### config.mk
export PLATFORM = sky130hd
export DESIGN_NAME = mem_port_arbiter
export DESIGN_NICKNAME = d
export VERILOG_FILES = /design/src/rtl/cpu_pkg.sv /design/src/rtl/mem_port_arbiter.sv
export SDC_FILE = /design/constraint.sdc
export NUM_CORES = 1
export LEC_CHECK = 0
export CAP_MARGIN = 20
export CORE_MARGIN = 2
export CORE_UTILIZATION = 24
export CTS_CLUSTER_DIAMETER = 100
export DETAILED_ROUTE_END_ITERATION = 6
export GPL_TIMING_DRIVEN = 0
export PLACE_DENSITY_LB_ADDON = 0.08
export SLEW_MARGIN = 20
export SYNTH_ARGS = -nofsm -noshare
export SYNTH_HDL_FRONTEND = slang
export SYNTH_SLANG_ARGS = --single-unit
### constraint.sdc
create_clock -name clk -period 6.1 [get_ports clk]
set_clock_uncertainty 0.1 [all_clocks]
set_input_delay 0.915 -clock clk [delete_from_list [all_inputs] [get_ports clk]]
set_output_delay 0.915 -clock clk [all_outputs]
set_load 0.01 [all_outputs]
### src/rtl/cpu_pkg.sv
// Shared types and default widths for the memory port arbiter.
package cpu_pkg;

    localparam int ADDR_W_DEF     = 32;
    localparam int DATA_W_DEF     = 32;
    localparam int STARVE_MAX_DEF = 4;

    typedef enum logic [1:0] {
        IDLE     = 2'd0,
        ISSUE_IF = 2'd1,
        ISSUE_DM = 2'd2,
        RESP     = 2'd3
    } arb_state_e;

    typedef enum logic {
        OWN_IF = 1'b0,
        OWN_DM = 1'b1
    } owner_e;

endpackage : cpu_pkg

### src/rtl/mem_port_arbiter.sv
// mem_port_arbiter: shares one memory port between instruction fetch (IF)
// and the data memory stage (DM). One access in flight at a time; data has
// priority. A fetch whose request drops mid-access still completes on the
// memory side, but its data is discarded and no if_ack is produced.
//
// Optional build macro ARB_STARVE_GUARD_EN: after STARVE_MAX consecutive
// data grants made while fetch waits, the next contended grant goes to fetch.
module mem_port_arbiter
    import cpu_pkg::*;
#(
    parameter int ADDR_W     = ADDR_W_DEF,
    parameter int DATA_W     = DATA_W_DEF,
    parameter int STARVE_MAX = STARVE_MAX_DEF
) (
    input  logic                clk,
    input  logic                rst,
    // fetch side
    input  logic                if_req,
    input  logic [ADDR_W-1:0]   if_addr,
    output logic                if_ack,
    output logic [DATA_W-1:0]   if_rdata,
    // data side
    input  logic                dm_req,
    input  logic                dm_we,
    input  logic [ADDR_W-1:0]   dm_addr,
    input  logic [DATA_W-1:0]   dm_wdata,
    input  logic [DATA_W/8-1:0] dm_wstrb,
    output logic                dm_ack,
    output logic [DATA_W-1:0]   dm_rdata,
    // memory port
    output logic                mem_req,
    output logic                mem_we,
    output logic [ADDR_W-1:0]   mem_addr,
    output logic [DATA_W-1:0]   mem_wdata,
    output logic [DATA_W/8-1:0] mem_wstrb,
    input  logic                mem_ack,
    input  logic [DATA_W-1:0]   mem_rdata,
    // pipeline control
    output logic                stall_if,
    output logic                stall_mem,
    output logic                busy
);

    localparam int STRB_W = DATA_W / 8;

    arb_state_e          state_q,     state_d;
    logic                mem_req_q,   mem_req_d;
    logic                mem_we_q,    mem_we_d;
    logic [ADDR_W-1:0]   mem_addr_q,  mem_addr_d;
    logic [DATA_W-1:0]   mem_wdata_q, mem_wdata_d;
    logic [STRB_W-1:0]   mem_wstrb_q, mem_wstrb_d;
    logic                if_ack_q,    if_ack_d;
    logic                dm_ack_q,    dm_ack_d;
    logic [DATA_W-1:0]   if_rdata_q,  if_rdata_d;
    logic [DATA_W-1:0]   dm_rdata_q,  dm_rdata_d;
    logic                cancel_q,    cancel_d;
    logic                busy_q,      busy_d;

    logic                grant_if;
    logic                grant_dm;
    owner_e              owner;

`ifdef ARB_STARVE_GUARD_EN
    localparam int CNT_W = $clog2(STARVE_MAX + 1);
    localparam logic [CNT_W-1:0] CNT_MAX = CNT_W'(STARVE_MAX);

    logic [CNT_W-1:0]    starve_cnt_q, starve_cnt_d;

    // Arbitration with starvation guard; counter tracks data grants made
    // while fetch is waiting.
    always_comb begin
        grant_if     = 1'b0;
        grant_dm     = 1'b0;
        starve_cnt_d = starve_cnt_q;
        if (state_q == IDLE) begin
            if (!if_req) begin
                starve_cnt_d = '0;
            end
            if (dm_req && !(if_req && starve_cnt_q >= CNT_MAX)) begin
                grant_dm = 1'b1;
                if (if_req && starve_cnt_q < CNT_MAX) begin
                    starve_cnt_d = starve_cnt_q + 1'b1;
                end
            end else if (if_req) begin
                grant_if     = 1'b1;
                starve_cnt_d = '0;
            end
        end
    end

    // Starvation counter register.
    always_ff @(posedge clk or posedge rst) begin
        if (rst) begin
            starve_cnt_q <= '0;
        end else begin
            starve_cnt_q <= starve_cnt_d;
        end
    end
`else
    // Strict data priority.
    always_comb begin
        grant_if = 1'b0;
        grant_dm = 1'b0;
        if (state_q == IDLE) begin
            if (dm_req) begin
                grant_dm = 1'b1;
            end else if (if_req) begin
                grant_if = 1'b1;
            end
        end
    end
`endif

    // Next-state and registered-output logic for the access FSM.
    always_comb begin
        state_d     = state_q;
        mem_req_d   = mem_req_q;
        mem_we_d    = mem_we_q;
        mem_addr_d  = mem_addr_q;
        mem_wdata_d = mem_wdata_q;
        mem_wstrb_d = mem_wstrb_q;
        if_ack_d    = 1'b0;
        dm_ack_d    = 1'b0;
        if_rdata_d  = if_rdata_q;
        dm_rdata_d  = dm_rdata_q;
        cancel_d    = cancel_q;
        owner       = (state_q == ISSUE_DM) ? OWN_DM : OWN_IF;

        case (state_q)
            IDLE: begin
                cancel_d = 1'b0;
                if (grant_dm) begin
                    state_d     = ISSUE_DM;
                    mem_req_d   = 1'b1;
                    mem_we_d    = dm_we;
                    mem_addr_d  = dm_addr;
                    mem_wdata_d = dm_wdata;
                    mem_wstrb_d = dm_wstrb;
                end else if (grant_if) begin
                    state_d     = ISSUE_IF;
                    mem_req_d   = 1'b1;
                    mem_we_d    = 1'b0;
                    mem_addr_d  = if_addr;
                    mem_wstrb_d = '0;
                end
            end
            ISSUE_IF, ISSUE_DM: begin
                // A fetch that drops its request is a branch flush: the
                // memory access runs to completion but the result is dropped.
                if (state_q == ISSUE_IF && !if_req) begin
                    cancel_d = 1'b1;
                end
                if (mem_ack) begin
                    state_d   = RESP;
                    mem_req_d = 1'b0;
                    if (owner == OWN_DM) begin
                        dm_ack_d   = 1'b1;
                        dm_rdata_d = mem_rdata;
                    end else if (!cancel_q && if_req) begin
                        if_ack_d   = 1'b1;
                        if_rdata_d = mem_rdata;
                    end
                end
            end
            RESP: begin
                // Requester drops req after its ack; no grant here so it is
                // never served twice.
                state_d = IDLE;
            end
            default: begin
                state_d = IDLE;
            end
        endcase

        busy_d = (state_d != IDLE);
    end

    // State and output registers.
    always_ff @(posedge clk or posedge rst) begin
        if (rst) begin
            state_q     <= IDLE;
            mem_req_q   <= 1'b0;
            mem_we_q    <= 1'b0;
            mem_addr_q  <= '0;
            mem_wdata_q <= '0;
            mem_wstrb_q <= '0;
            if_ack_q    <= 1'b0;
            dm_ack_q    <= 1'b0;
            if_rdata_q  <= '0;
            dm_rdata_q  <= '0;
            cancel_q    <= 1'b0;
            busy_q      <= 1'b0;
        end else begin
            state_q     <= state_d;
            mem_req_q   <= mem_req_d;
            mem_we_q    <= mem_we_d;
            mem_addr_q  <= mem_addr_d;
            mem_wdata_q <= mem_wdata_d;
            mem_wstrb_q <= mem_wstrb_d;
            if_ack_q    <= if_ack_d;
            dm_ack_q    <= dm_ack_d;
            if_rdata_q  <= if_rdata_d;
            dm_rdata_q  <= dm_rdata_d;
            cancel_q    <= cancel_d;
            busy_q      <= busy_d;
        end
    end

    assign mem_req   = mem_req_q;
    assign mem_we    = mem_we_q;
    assign mem_addr  = mem_addr_q;
    assign mem_wdata = mem_wdata_q;
    assign mem_wstrb = mem_wstrb_q;
    assign if_ack    = if_ack_q;
    assign if_rdata  = if_rdata_q;
    assign dm_ack    = dm_ack_q;
    assign dm_rdata  = dm_rdata_q;
    assign busy      = busy_q;

    assign stall_if  = if_req & ~if_ack_q;
    assign stall_mem = dm_req & ~dm_ack_q;

endmodule : mem_port_arbiter
Yosys cells after proc, flatten, opt, wreduce, memory -nomap -nowiden
Cells that the tools add are included.
Cells by class
  equal/unequal tests: 6
  muxes and demuxes: 29
  bitwise logic cells: 5
  reductions and logical operators: 15
Operators with widths (number)
  2-to-1 mux 32 bit: 2
  2-to-1 mux 1 bit: 19
  2-to-1 mux 4 bit: 2
  2-to-1 mux 2 bit: 3
  one-hot mux 2 bit (3 select lines): 1
  AND reduction 2 bit: 3
  AND reduction 3 bit: 2
  nonzero test 2 bit: 3
  == test 2 bit (second input constant): 2
  inequality test 2 bit (second input constant): 2
  one-hot mux 1 bit (2 select lines): 2
  AND reduction 4 bit: 1
  inequality test 3 bit (second input constant): 1
  inverter 1 bit: 3
  bitwise AND 1 bit: 2
  == test 2 x 1 -> 1 bit (second input constant): 1
  logical AND 1 bit: 2
  zero test 1 bit: 2
  zero test 2 bit: 1
  OR reduction 2 bit: 1
Storage, ports and cells
  bits of input ports: 138
  logic and storage cells: 67
  output and inout bits: 139
  register bits after elaboration: 140

Logic depth before layout (Yosys ltp)
Gate-level depths: netlist (run 1).
  depth in word-level cells: 7
  gate-level depth with buffers: 7

Least setup slack after synthesis (run 1)
Ideal clock, no wire load.
  kind: input-to-output
  start point: input if_req
  end point: output stall_if
  stages: 3
  buffers on the path: 2
  data arrival time: 1539 ps
  required time: 5085 ps
  setup slack: 3546 ps
  cell sequence: buf_2 > clkbuf_1 > nor2b_1
Between the ends
  longest elaborated chain between the ends: 1
Ends and longest elaborated chain
  from (decl): line mem_port_arbiter.sv:18  | input logic if_req,
  bitwise AND 1 bit: line mem_port_arbiter.sv:220  | assign stall_if = if_req & ~if_ack_q;
  to (decl): line mem_port_arbiter.sv:39  | output logic stall_if,
Every way passes these cells.

Worst setup path in the final report (run 1)
  start point: input dm_req
  end point: output stall_mem
Between the ends
  longest elaborated chain between the ends: 1
Ends and longest elaborated chain
  from (decl): line mem_port_arbiter.sv:23  | input logic dm_req,
  bitwise AND 1 bit: line mem_port_arbiter.sv:221  | assign stall_mem = dm_req & ~dm_ack_q;
  to (decl): line mem_port_arbiter.sv:40  | output logic stall_mem,
Every way passes these cells.

==> qor.txt, run 1 <==
cell count after placement: 1007
PortBufs: 275
Fill cells: 2305
CP endpoint kind: output port
CTS tree: done
CP required: 5080 ps
DRT iter0 DRCs: 163
RSZ-0062 raised after global routing: false
Die Y: 159 microns
largest family of logic cells by synthesized area: multiplexers
Max Root-Sink Buffers: 2
gr usage total: 14.2%
setup violators final: 0
total wire length: 18000 microns
Pwr per Cell Area: 538 mW/mm^2
routability cong.: 0.771
share of cells above drive strength 1: 18.8%
Clk Latency, worst-skew pair: 410 ps
CP max-delay cell: clkdlybuf4s50_1
crit path time final: 3810 ps
sequential share of power: 32.7%
final std cells w/o fill: 1039
post-synthesis xor/xnor area fraction: 0%
Hold Fails Final Rpt: 0
ANT nets after route: 0
Leak Pwr: 3.96 nW
Top FF cell, synth: dfrtp_1
die area: 0.0251 sq mm
relative slew slack: 54.2%
EDFF count, synth: 0
Peak VDD IR: 0.179 mV
antenna cells: 0
TritonCTS Sinks: 140
register area share after synthesis: 61.1%
# H-tree levels: 4
Final period util: 62.5%
1st-pass router iterations: 4
Hold WC Path Type: register to register
post-synthesis adder-cell area fraction: 0.873%
Yosys reg bits: 140
largest net degree at the start of global routing: 78
CTS Hold Bufs: 0
sequence of cells on the critical path: clkdlybuf4s50_1 -> clkinv_1 -> clkbuf_1 -> nor2_1 -> clkdlybuf4s50_1
post-layout util: 40.7%
Fmax achieved: 262 MHz
CTS Buf Count: 17
worst slew pin tran: 688 ps
Sw Share: 32.0%
total internal power: 3.49 mW
crit-path leading delay family: buffers and inverters
syn_nets: 554
critical path fanouts, max: 10
CP Data Arrival Time: 2800 ps
Via-to-Cell Ratio: 4.40
vias in the first global route: 4910
post-synthesis simple-gate area fraction: 2.81%
status: complete, no violations
warnings from Yosys: 0
GRT Residual Overflow: 0
clock share of power: 21.4%
Slew Viols, Final: 0
Worst-path clk slew: 60 ps
slowest stage delay, CP: 560 ps
Synth cell types: 27
hpwl dp: 13300 microns
Async SR Flop Fraction: 100%
# DRC: 0
initial antenna violation count: 0
area grow syn2layout: 66.4%
Die W: 159 microns
Core ar.: 0.0235 sq mm
worst path bufs/invs: 4
CP most frequent cell: clkdlybuf4s50_1
row cnt: 56
multiplexer share of the synthesized area: 20.8%
total of max-cap violations: 0
I/O pin total: 277
Mapped Avg Cell Area: 13.9 sq um
routed len/inst: 17.3 microns
Root Buffer: clkbuf_16
P_sw: 1.65 mW
Setup crit start kind: input port
Initial Utilization: 24.4%
fin nets: 849
Cells after Synth: 412
setup bufs post-CTS: 0
first-pass GRT wire length: 27200 microns
CP Class: input port to output port
post-synthesis cell area: 0.00573 sq mm
via count: 4572
Compound-Gate Fraction of Synth Area: 11.1%
Comb power frac: 45.9%
CTS-repair resized insts: 0
synthesized netlist by cell type, types with 2 or more instances:
master	number	area share [%]
dfrtp_1	140	61
mux2_2	67	13
o22ai_1	55	6.0
a21oi_1	31	2.7
mux2_4	29	7.6
o21ai_0	13	1.1
buf_1	11	0.72
clkbuf_1	11	0.72
nand2_1	9	0.59
nand3b_1	8	1.0
inv_1	7	0.46
a22o_1	5	0.76
ha_1	4	0.87
buf_12	3	1.0
nor2_1	3	0.20
nor2b_1	3	0.33
buf_2	2	0.17
nand3_1	2	0.17
final cells by class:
class                           count  area [sq um]  area share, %
Multi-Input combinational cell    236          2040           21.3
Sequential cell                   140          3500           36.7
Buffer                             28           164           1.72
Tap cell                          319           399           4.18
Inverter                            8          37.5          0.393
Timing Repair Buffer              276          2780           29.1
Clock buffer                       19           443           4.64
Clock inverter                     13           180           1.89
kinds of logic (layout without fill, tap and decap cells):
| kind of cell | count (synthesis) | after routing |
|---|---|---|
| AO/OA/AOI/OAI | 108 | 108 |
| adder cells (fa/ha/maj) | 4 | 4 |
| buffers and inverters | 36 | 344 |
| flip-flops | 140 | 140 |
| multiplexers | 96 | 96 |
| AND/OR/NAND/NOR | 28 | 28 |
path summary, 6_finish.rpt:
kind	slack (ps)	from	endpoint	cells past startpoint
max	2290	dm_req	stall_mem	5
min in group asynchronous	820	rst	if_rdata[5]	2
min	400	mem_addr[30]	mem_addr[30]	2
max in group asynchronous	4320	rst	mem_addr[31]	3
max reg2reg	3750	state_q[0]	if_rdata[15]	7
min reg2reg	400	mem_addr[30]	mem_addr[30]	2
cells in the final DEF (no fill, tap or decap):
cell,count
a21oi_1,31
a22o_1,5
a31oi_1,1
and2_1,1
buf_1,11
buf_12,3
buf_16,1
buf_2,2
buf_6,1
bufinv_16,3
clkbuf_1,12
clkbuf_16,17
clkbuf_8,1
clkdlybuf4s50_1,275
clkinv_1,1
clkinv_4,3
clkinvlp_4,2
dfrtp_1,140
ha_1,4
inv_1,6
inv_6,3
inv_8,3
mux2_2,67
mux2_4,29
nand2_1,9
nand3_1,2
nand3b_1,8
nand4bb_1,1
nor2_1,3
nor2b_1,3
o211ai_1,1
o21ai_0,13
o21ai_1,1
o22ai_1,55
o311ai_0,1
or4b_1,1
power groups by stage:
stage               clock, mW  combinational, mW  sequential, mW
CTS                      1.14               2.40            1.68
global route             1.18               2.55            1.74
detailed placement          0               2.40            1.69
global placement            0               2.38            1.66
floorplan                   0              0.896            1.88
finish                   1.10               2.36            1.68
tightest hold or removal path, cell delays in order (launching register included):
cell,delay [ps]
dfrtp_1,350
nand2_1,50
o21ai_0,60
metrics by stage:
| step | instance area, sq um | setup WS (ps) | setup TNS [ps] | hold slack, ps | total power, mW |
|---|---|---|---|---|---|
| 6_report | 9540 | 2290 | 0 | 396 | 5.14 |
| 3_3_place_gp | 8890 | -858 | -118330 | 378 | 4.04 |
| 2_1_floorplan | 5730 | 1330 | 0 | 369 | 2.78 |
| 4_1_cts | 9540 | 2310 | 0 | 404 | 5.23 |
| 5_1_grt | 9540 | 2200 | 0 | 412 | 5.46 |
| 3_5_place_dp | 8920 | 2310 | 0 | 389 | 4.09 |
sequential cells by signal (all words and copies together), names as in the netlist, 2 cells and up:
signal     flops
mem_wdata     32
state_q        2
if_rdata      32
dm_rdata      32
mem_wstrb      4
mem_addr      32
routing by layer:
layer | track usage (%) | part of all wire (%)
met5 | 0 | 0
met4 | 5.66 | 1.8
met3 | 5.06 | 9.0
met2 | 23.2 | 47
met1 | 17.2 | 42
(Power assumes the default switching activity.)
==> run 2, diff against run 1 <==
==> constraint.sdc (replaced) <==
create_clock -name clk -period 3.51 [get_ports clk]
set_clock_uncertainty 0.1 [all_clocks]
set_input_delay 0.5265 -clock clk [delete_from_list [all_inputs] [get_ports clk]]
set_output_delay 0.5265 -clock clk [all_outputs]
set_load 0.01 [all_outputs]
==> qor.txt, run 2 (synthesis gave the netlist of run 1 again) <==
final std cells w/o fill: 1043 (+0.38%)
setup bufs post-CTS: 0 (unchanged)
total of max-cap violations: 0 (unchanged)
ANT nets after route: 0 (unchanged)
I/O pin total: 277 (unchanged)
critical path fanouts, max: 10 (unchanged)
Die Y: 159 microns (unchanged)
CP Class: input port to output port
CTS tree: done
Via-to-Cell Ratio: 4.38 (-0.54%)
setup TNS: 0 ps (unchanged)
CP Data Arrival Time: 2380 ps (-420 ps)
cell count after placement: 1011 (+0.40%)
Leak Pwr: 3.98 nW (+0.70%)
Sw Share: 32.3% (+0.28 points)
CTS Hold Bufs: 0 (unchanged)
# DRC: 0 (unchanged)
global routing usage on met1: 17.3% (+0.066 points)
Initial Utilization: 24.4% (unchanged)
design area: 0.00960 sq mm (+0.63%)
Fmax achieved: 332 MHz
total wire length: 18100 microns (+0.41%)
FF-to-FF path depth: 7 (unchanged)
commonest non-fill, non-tap cell in the layout: clkdlybuf4s50_1
Comb power frac: 46.5% (+0.6 points)
Pwr per Cell Area: 924 mW/mm^2 (+72%)
DP Area: 0.00900 sq mm (+0.94%)
gr usage total: 14.1% (-0.13 points)
Setup crit start kind: input port
met2 Use GR: 23.1% (-0.062 points)
setup slack after layout: 499 ps (-1790 ps)
DRT iter0 DRCs: 153 (-6.1%)
setup violators final: 0 (unchanged)
CP required: 2880 ps (-2200 ps)
Root Buffer: clkbuf_16
P_sw: 2.87 mW (+74%)
most frequent cells in the layout: clkdlybuf4s50_1, dfrtp_1, mux2_2, o22ai_1, a21oi_1
largest net degree at the start of global routing: 33 (-58%)
die area: 0.0251 sq mm (unchanged)
total internal power: 6.01 mW (+72%)
CTS-repair resized insts: 0 (unchanged)
antenna cells: 0 (unchanged)
Final period util: 85.8%
routed len/inst: 17.3 microns (about the same)
RSZ-0062 raised after global routing: false
vias in the first global route: 4902 (-0.16%)
GRT Residual Overflow: 0 (unchanged)
area grow syn2layout: 67.5%
global routing's busiest layer: met2
Clk Latency, worst-skew pair: 400 ps (about the same)
clock share of power: 20.8% (-0.6 points)
routability cong.: 0.742 (-3.8%)
worst slew pin tran: 713 ps (+25.3 ps)
met3 GRT Util: 5.20% (+0.14 points)
via count: 4565 (-0.15%)
CTS Buf Count: 17 (unchanged)
crit path time final: 3010 ps
share of cells above drive strength 1: 19.3% (+0.59 points)
CP endpoint kind: output port
# H-tree levels: 4 (unchanged)
Hold Fails Final Rpt: 0 (unchanged)
fin nets: 853 (+0.47%)
Slew Viols, Final: 0 (unchanged)
row cnt: 56 (unchanged)
Worst-path clk slew: 60 ps (about the same)
sequential share of power: 32.8% (about the same)
1st-pass router iterations: 4 (unchanged)
PortBufs: 275 (unchanged)
Hold WC Path Type: input port to asynchronous set/reset pin
Max Root-Sink Buffers: 2 (unchanged)
Peak VDD IR: 0.343 mV (+92%)
initial antenna violation count: 0 (unchanged)
status: complete, no violations
hpwl dp: 13500 microns (+1.8%)
dpl ws: 496 ps (-1820 ps)
first-pass GRT wire length: 27200 microns (about the same)
Die W: 159 microns (unchanged)
TritonCTS Sinks: 140 (unchanged)
relative slew slack: 52.1% (-2.0 points)
Core ar.: 0.0235 sq mm (unchanged)
## run 2: layout make-up
class	count	area, sq um
plain buffers	28	164
multi-input cells	236	2040
inverters	8	33.8
clock buffers	18	439
flip-flops and latches	140	3500
well taps	319	399
fillers	2239	13900
repair buffers	280	2870
clock inverters	14	160
## run 2: final timing paths
path | slack [ps] | end | startpoint
min | 360 | mem_wdata[20] | rst
max in group asynchronous | 2230 | dm_rdata[21] | rst
max | 500 | stall_mem | dm_req
min in group clk | 400 | mem_addr[30] | mem_addr[30]
max reg2reg | 1100 | if_rdata[15] | state_q[0]
min reg2reg | 400 | mem_addr[30] | mem_addr[30]
## run 2: routing by layer
layer | share of wire (%) | vias up
li1 | - | 2115
met1 | 42 | 2245
met2 | 48 | 186
met3 | 8.5 | 19
met4 | 1.8 | 0
met5 | 0 | -
## run 2: power by group through the flow
stage                     clock [mW]  sequential [mW]  combinational [mW]
after floorplan                    0             3.26                1.56
after CTS                       1.92             2.91                4.20
after global routing            1.98             3.03                4.45
after detailed placement           0             2.93                4.18
after global placement             0             2.90                4.12
final                           1.84             2.91                4.12
## run 2: critical path, stage by stage
cell	delay, ps
clkdlybuf4s50_1	550
clkinv_1	260
clkbuf_1	330
nor2_1	170
clkdlybuf4s50_1	540
## run 2: through the flow
| stage | power [mW] | hold WS, ps | util [%] |
|---|---|---|---|
| 3_3_place_gp | 7.02 | 368 | 37.9 |
| 5_1_grt | 9.46 | 362 | 40.9 |
| 2_1_floorplan | 4.82 | 369 | - |
| 3_5_place_dp | 7.10 | 388 | 38.4 |
| 4_1_cts | 9.02 | 343 | 40.9 |
| 6_report | 8.87 | 361 | 40.9 |
